`src/rtl/step_ctrl_pkg.sv`:
```
// Shared encodings for the step source controller: mode codes, FSM states and
// the mapping helpers between them.
package step_ctrl_pkg;

   localparam logic [1:0] MODE_MANUAL = 2'b00;
   localparam logic [1:0] MODE_AUTO   = 2'b01;
   localparam logic [1:0] MODE_BURST  = 2'b10;

   typedef enum logic [1:0] {
      S_MANUAL     = 2'b00,
      S_AUTO       = 2'b01,
      S_BURST_IDLE = 2'b10,
      S_BURST_RUN  = 2'b11
   } state_e;

   // The reserved request code behaves exactly like MANUAL.
   function automatic logic [1:0] effMode(input logic [1:0] req);
      return (req == 2'b11) ? MODE_MANUAL : req;
   endfunction

   function automatic logic [1:0] stateMode(input state_e s);
      case (s)
         S_AUTO:                    return MODE_AUTO;
         S_BURST_IDLE, S_BURST_RUN: return MODE_BURST;
         default:                   return MODE_MANUAL;
      endcase
   endfunction

   function automatic state_e modeState(input logic [1:0] m);
      case (m)
         MODE_AUTO:  return S_AUTO;
         MODE_BURST: return S_BURST_IDLE;
         default:    return S_MANUAL;
      endcase
   endfunction

endpackage

```
`src/rtl/rise_detect.sv`:
```
// Rising-edge detector for the debounced button; the history register resets
// high so a button held through reset never reads as a press.
module rise_detect (
   input  logic clk,
   input  logic rst_n,
   input  logic i_level,
   output logic o_rise
);

   logic r_levelQ;

   always_ff @(posedge clk) begin
      if (!rst_n) r_levelQ <= 1'b1;
      else        r_levelQ <= i_level;
   end

   assign o_rise = i_level & ~r_levelQ;

endmodule

```
`src/rtl/step_source_ctrl.sv`:
```
// Step pulse source for the lab counter: manual button, divided auto tick or
// counted burst, with mode changes deferred to safe points. Define
// STEP_TICK_COUNT_EN to add the free-running tick_count output.
module step_source_ctrl
   import step_ctrl_pkg::*;
#(
   parameter int DIV     = 50000000,
   parameter int CNT_W   = 26,
   parameter int BURST_W = 4
) (
   input  logic               clk,
   input  logic               rst_n,
   input  logic [1:0]         mode_req,
   input  logic               btn_clean,
   input  logic [BURST_W-1:0] burst_len,
   output logic               tick,
   output logic [1:0]         mode_cur,
   output logic               busy
`ifdef STEP_TICK_COUNT_EN
   ,
   output logic [15:0]        tick_count
`endif
);

   localparam logic [CNT_W-1:0] DIV_LAST = CNT_W'(DIV - 1);

   state_e             r_state, w_stateNext;
   logic [CNT_W-1:0]   r_divCnt, w_divCntNext;
   logic [BURST_W-1:0] r_remaining, w_remainingNext;
   logic               r_tick, w_tickNext;
   logic               w_press, w_wrap, w_change;
   logic [1:0]         w_reqMode;
   state_e             w_target;

   rise_detect u_rise (
      .clk     (clk),
      .rst_n   (rst_n),
      .i_level (btn_clean),
      .o_rise  (w_press)
   );

   assign w_reqMode = effMode(mode_req);
   assign w_target  = modeState(w_reqMode);
   assign mode_cur  = stateMode(r_state);
   assign w_change  = (w_reqMode != mode_cur);
   assign w_wrap    = (r_divCnt == DIV_LAST);
   assign busy      = (r_state == S_BURST_RUN) | w_change;
   assign tick      = r_tick;

   always_ff @(posedge clk) begin
      if (!rst_n) begin
         r_state     <= S_MANUAL;
         r_divCnt    <= '0;
         r_remaining <= '0;
         r_tick      <= 1'b0;
      end else begin
         r_state     <= w_stateNext;
         r_divCnt    <= w_divCntNext;
         r_remaining <= w_remainingNext;
         r_tick      <= w_tickNext;
      end
   end

   // The divider is parked at zero in the idle states, so any entry into a
   // counting state starts a full DIV-cycle period.
   always_comb begin
      w_stateNext     = r_state;
      w_divCntNext    = r_divCnt;
      w_remainingNext = r_remaining;
      w_tickNext      = 1'b0;
      case (r_state)
         S_MANUAL: begin
            w_divCntNext = '0;
            if (w_change) w_stateNext = w_target;
            else          w_tickNext  = w_press;
         end
         S_BURST_IDLE: begin
            w_divCntNext = '0;
            if (w_change) begin
               w_stateNext = w_target;
            end else if (w_press && (burst_len != '0)) begin
               w_remainingNext = burst_len;
               w_stateNext     = S_BURST_RUN;
            end
         end
         S_AUTO: begin
            if (w_wrap) begin
               w_tickNext   = 1'b1;
               w_divCntNext = '0;
               if (w_change) w_stateNext = w_target;
            end else begin
               w_divCntNext = r_divCnt + 1'b1;
            end
         end
         S_BURST_RUN: begin
            if (w_wrap) begin
               w_tickNext   = 1'b1;
               w_divCntNext = '0;
               if (r_remaining != '0) w_remainingNext = r_remaining - 1'b1;
               if (r_remaining <= BURST_W'(1))
                  w_stateNext = w_change ? w_target : S_BURST_IDLE;
            end else begin
               w_divCntNext = r_divCnt + 1'b1;
            end
         end
         default: w_stateNext = S_MANUAL;
      endcase
   end

`ifdef STEP_TICK_COUNT_EN
   logic [15:0] r_tickCount;

   always_ff @(posedge clk) begin
      if (!rst_n)      r_tickCount <= '0;
      else if (r_tick) r_tickCount <= r_tickCount + 16'd1;
   end

   assign tick_count = r_tickCount;
`endif

endmodule

```
`config.mk`:
```
export PLATFORM = sky130hd
export DESIGN_NAME = step_source_ctrl
export DESIGN_NICKNAME = d
export VERILOG_FILES = /design/src/rtl/step_ctrl_pkg.sv /design/src/rtl/rise_detect.sv /design/src/rtl/step_source_ctrl.sv
export SDC_FILE = /design/constraint.sdc
export NUM_CORES = 1
export LEC_CHECK = 0
export ABC_AREA = 1
export BUFFER_PORTS_ARGS = -buffer_cell sky130_fd_sc_hd__buf_2
export CORE_MARGIN = 3
export CORE_UTILIZATION = 50
export CTS_CLUSTER_DIAMETER = 80
export DETAILED_ROUTE_END_ITERATION = 16
export PLACE_DENSITY = 0.78
export SYNTH_ARGS = -nofsm -noshare
export SYNTH_HDL_FRONTEND = slang
export SYNTH_SLANG_ARGS = --single-unit
```
`constraint.sdc`:
```
create_clock -name clk -period 3.3 [get_ports clk]
set_clock_uncertainty 0.05 [all_clocks]
set_input_delay 0.495 -clock clk [delete_from_list [all_inputs] [get_ports clk]]
set_output_delay 0.495 -clock clk [all_outputs]
set_load 0.005 [all_outputs]
```
==> impl_metrics.toml <==
[outcome]
status = "complete, no violations"

[clocking]
cts_tree = "built"
cts-root-buf = "clkbuf_8"
cts_inserted_buffers = 5
cts.sinks = 34
ctsResizeCount = 0
ctsHoldBuffers = 0
htree_levels = 2
clk_latency_ns = 0.29
post-cts-setup-buffers = 0
clk_pin_slew_worst_paths_ns = 0.06
clockBufferDepth = 2

[global_routing]
antenna_found_initial = 0
grt_pass1_wl_um = 6430
grt_pass1_vias = 1544
track_usage_pct = 18.4
grt.overflow.total = 0
grt_max_degree = 27

[yosys]
synth-edff-count = 0
yosys.area.top_type = "dfxtp_1"
synth.net_count = 303
ys_types = 27
ys_async_sr_fraction_pct = 0
yosysWarnings = 0
ys.flop_type = "dfxtp_1"
synthTopCellsByArea = "dfxtp_1 (35%), nand2_1 (13%), nor2_1 (11%), inv_1 (6.3%), a21oi_1 (3.9%)"
syn_avg_cell_area_um2 = 6.60
synth.cell_area_um2 = 1920
ys_seq_area_share_pct = 35.5
synth_cells = 291
synth_top_area_share_pct = 35.5
ys_ff_latch = 34

[setup_path]
path_cells = "inv_1 > nand2_1 > nand2_1 > o21ai_0 > nand2_1 > nand2_1 > buf_2"
regToRegStartpoint = "r_divCnt[0]"
critPathMaxFanout = 6
rr_worst_depth = 10
r2r_end = "r_divCnt[13]"
critical_path_required_ns = 2.75
crit_cells = 7
startpoint = "r_state[1]"
end_kind = "primary output"
crit_family = "flip-flops"
path_class = "flip-flop to primary output"
cp-start-kind = "flip-flop"
slowest_delay_ns = 0.42
path_buf_inv = 2
cp.arrival_ns = 1.33
crit_top_cell = "nand2_1"
regToRegSetupSlack_ns = 1.53
slowest_stage = "dfxtp_1"
cp-endpoint = "busy"

[routing]
wl_um = 3800
drtAntennaViolNets = 0
drt_iter0_markers = 111
dr.pass1.iters = 4
drc_errors = 0
vias = 1781
wl_per_cell_um = 10.8
vias_per_cell = 5.07

[flow_run]
cap_violations = 0

[layout]
antennaDiodeCount = 0
fin_area_um2 = 2110
drive_above_1_share_pct = 11.8
final.fill_count = 340
stdcell_count = 351
fin_util_pct = 60.1
synthToLayoutAreaGrowth_pct = 10.2
layout.nets = 317

[sta]
tightest_slew_ns = 0.316
worst_slack_ns = 1.43
holdWs_ns = 0.340
fmax_mhz = 534
period_needed_ns = 1.87
setup_viol = 0
period_share_pct = 56.7
slew_headroom_pct = 78.8
hold_viol = 0
final.setup.tns_ns = 0
rsz0062_at_grt = "no"
drv_slew = 0

[floorplan]
initial_core_util_pct = 54.5
rows = 21
dieArea_um2 = 4620
ios = 13
core_area_um2 = 3520
die_h_um = 68.0
fp.dieW_um = 68.0

[power_and_ir_drop]
total_power_mw = 1.14
p_leak_nw = 0.862
power_density_nw_per_um2 = 537
ir_drop_mv = 0.326

[place]
place_inst = 344
numPortBuffers = 12
routabilityCongestion = 0.915
dp_hpwl_um = 2880
post_dp_cell_area_um2 = 2000
dp_slack_ns = 1.56

[hold_path]
hold_class = "primary input to flip-flop"
## Yosys cell counts, types with 3 or more instances
| cell type | count |
|---|---|
| a21oi_1 | 15 |
| dfxtp_1 | 34 |
| ha_1 | 3 |
| inv_1 | 32 |
| nand2_1 | 68 |
| nand2_2 | 4 |
| nand3_1 | 14 |
| nand4_1 | 9 |
| nor2_1 | 55 |
| nor3_1 | 6 |
| nor3b_1 | 5 |
| o21ai_0 | 12 |
| or2_0 | 3 |
| or2_2 | 5 |
| xnor2_1 | 4 |
| xor2_1 | 6 |
## cell families (layout without fill, tap and decap cells)
kind of cell,Yosys count,count (layout),synth area share [%]
AND/OR/NAND/NOR,178,178,42.3
flip-flops,34,34,35.5
AO/OA/AOI/OAI,28,28,7.43
adder cells (fa/ha/maj),3,3,1.96
XOR/XNOR,10,10,4.56
buffers and inverters,38,52,8.28
## worst min path at each step
stage	from	to	slack [ns]	cells past startpoint
6_report	btn_clean	u_rise.r_levelQ	0.34	3
5_1_grt	btn_clean	u_rise.r_levelQ	0.34	3
4_1_cts	btn_clean	u_rise.r_levelQ	0.34	3
3_5_place_dp	r_divCnt[0]	r_divCnt[0]	0.39	1
3_3_place_gp	r_divCnt[0]	r_divCnt[0]	0.38	1
2_1_floorplan	r_divCnt[0]	r_divCnt[0]	0.37	1
## registers in the layout, indices dropped and copies added (netlist names)
name,cells
r_divCnt,26
r_remaining,4
u_rise.r_levelQ,1
tick,1
r_state,2
## cells in the final DEF (no fill, tap or decap), types with 2 or more instances in the layout
master | netlist | layout
dfxtp_1 | 34 | 34
xor2_1 | 6 | 6
nand3b_1 | 2 | 2
ha_1 | 3 | 3
nor2_2 | 2 | 2
nor3_1 | 6 | 6
or2_0 | 3 | 3
nor2_1 | 55 | 55
xnor2_1 | 4 | 4
nand2_1 | 68 | 68
nand4_1 | 9 | 9
o21ai_0 | 12 | 12
clkbuf_8 | 0 | 6
buf_2 | 1 | 12
or2_2 | 5 | 5
nand2_2 | 4 | 4
nand3_1 | 14 | 14
nor3b_1 | 5 | 5
inv_1 | 32 | 32
a21oi_1 | 15 | 15
nor2_4 | 2 | 2
## worst min-delay path, delay by kind of cell
family / cells / cell delay [ns]
buffers and inverters: 2 / 0.11
AND/OR/NAND/NOR: 1 / 0.04
## area by class of cell
cell class	instances	area (um^2)	area share (%)
Multi-Input combinational cell	219	1080	51.1
Timing Repair Buffer	12	60.1	2.84
Clock buffer	6	82.6	3.91
Inverter	33	124	5.86
Clock inverter	1	30.0	1.42
Sequential cell	34	681	32.2
Tap cell	46	57.6	2.72
## per-layer routing
metal	global-route usage (%)	routed length, um
met5	0	0
met4	7.20	46
met3	5.42	198
met2	27.6	1720
met1	24.6	1840
## power breakdown
part	switching [mW]	internal (mW)
logic	0.175	0.106
registers	0.0336	0.441
clock network	0.139	0.241
(Power assumes the default switching activity.)
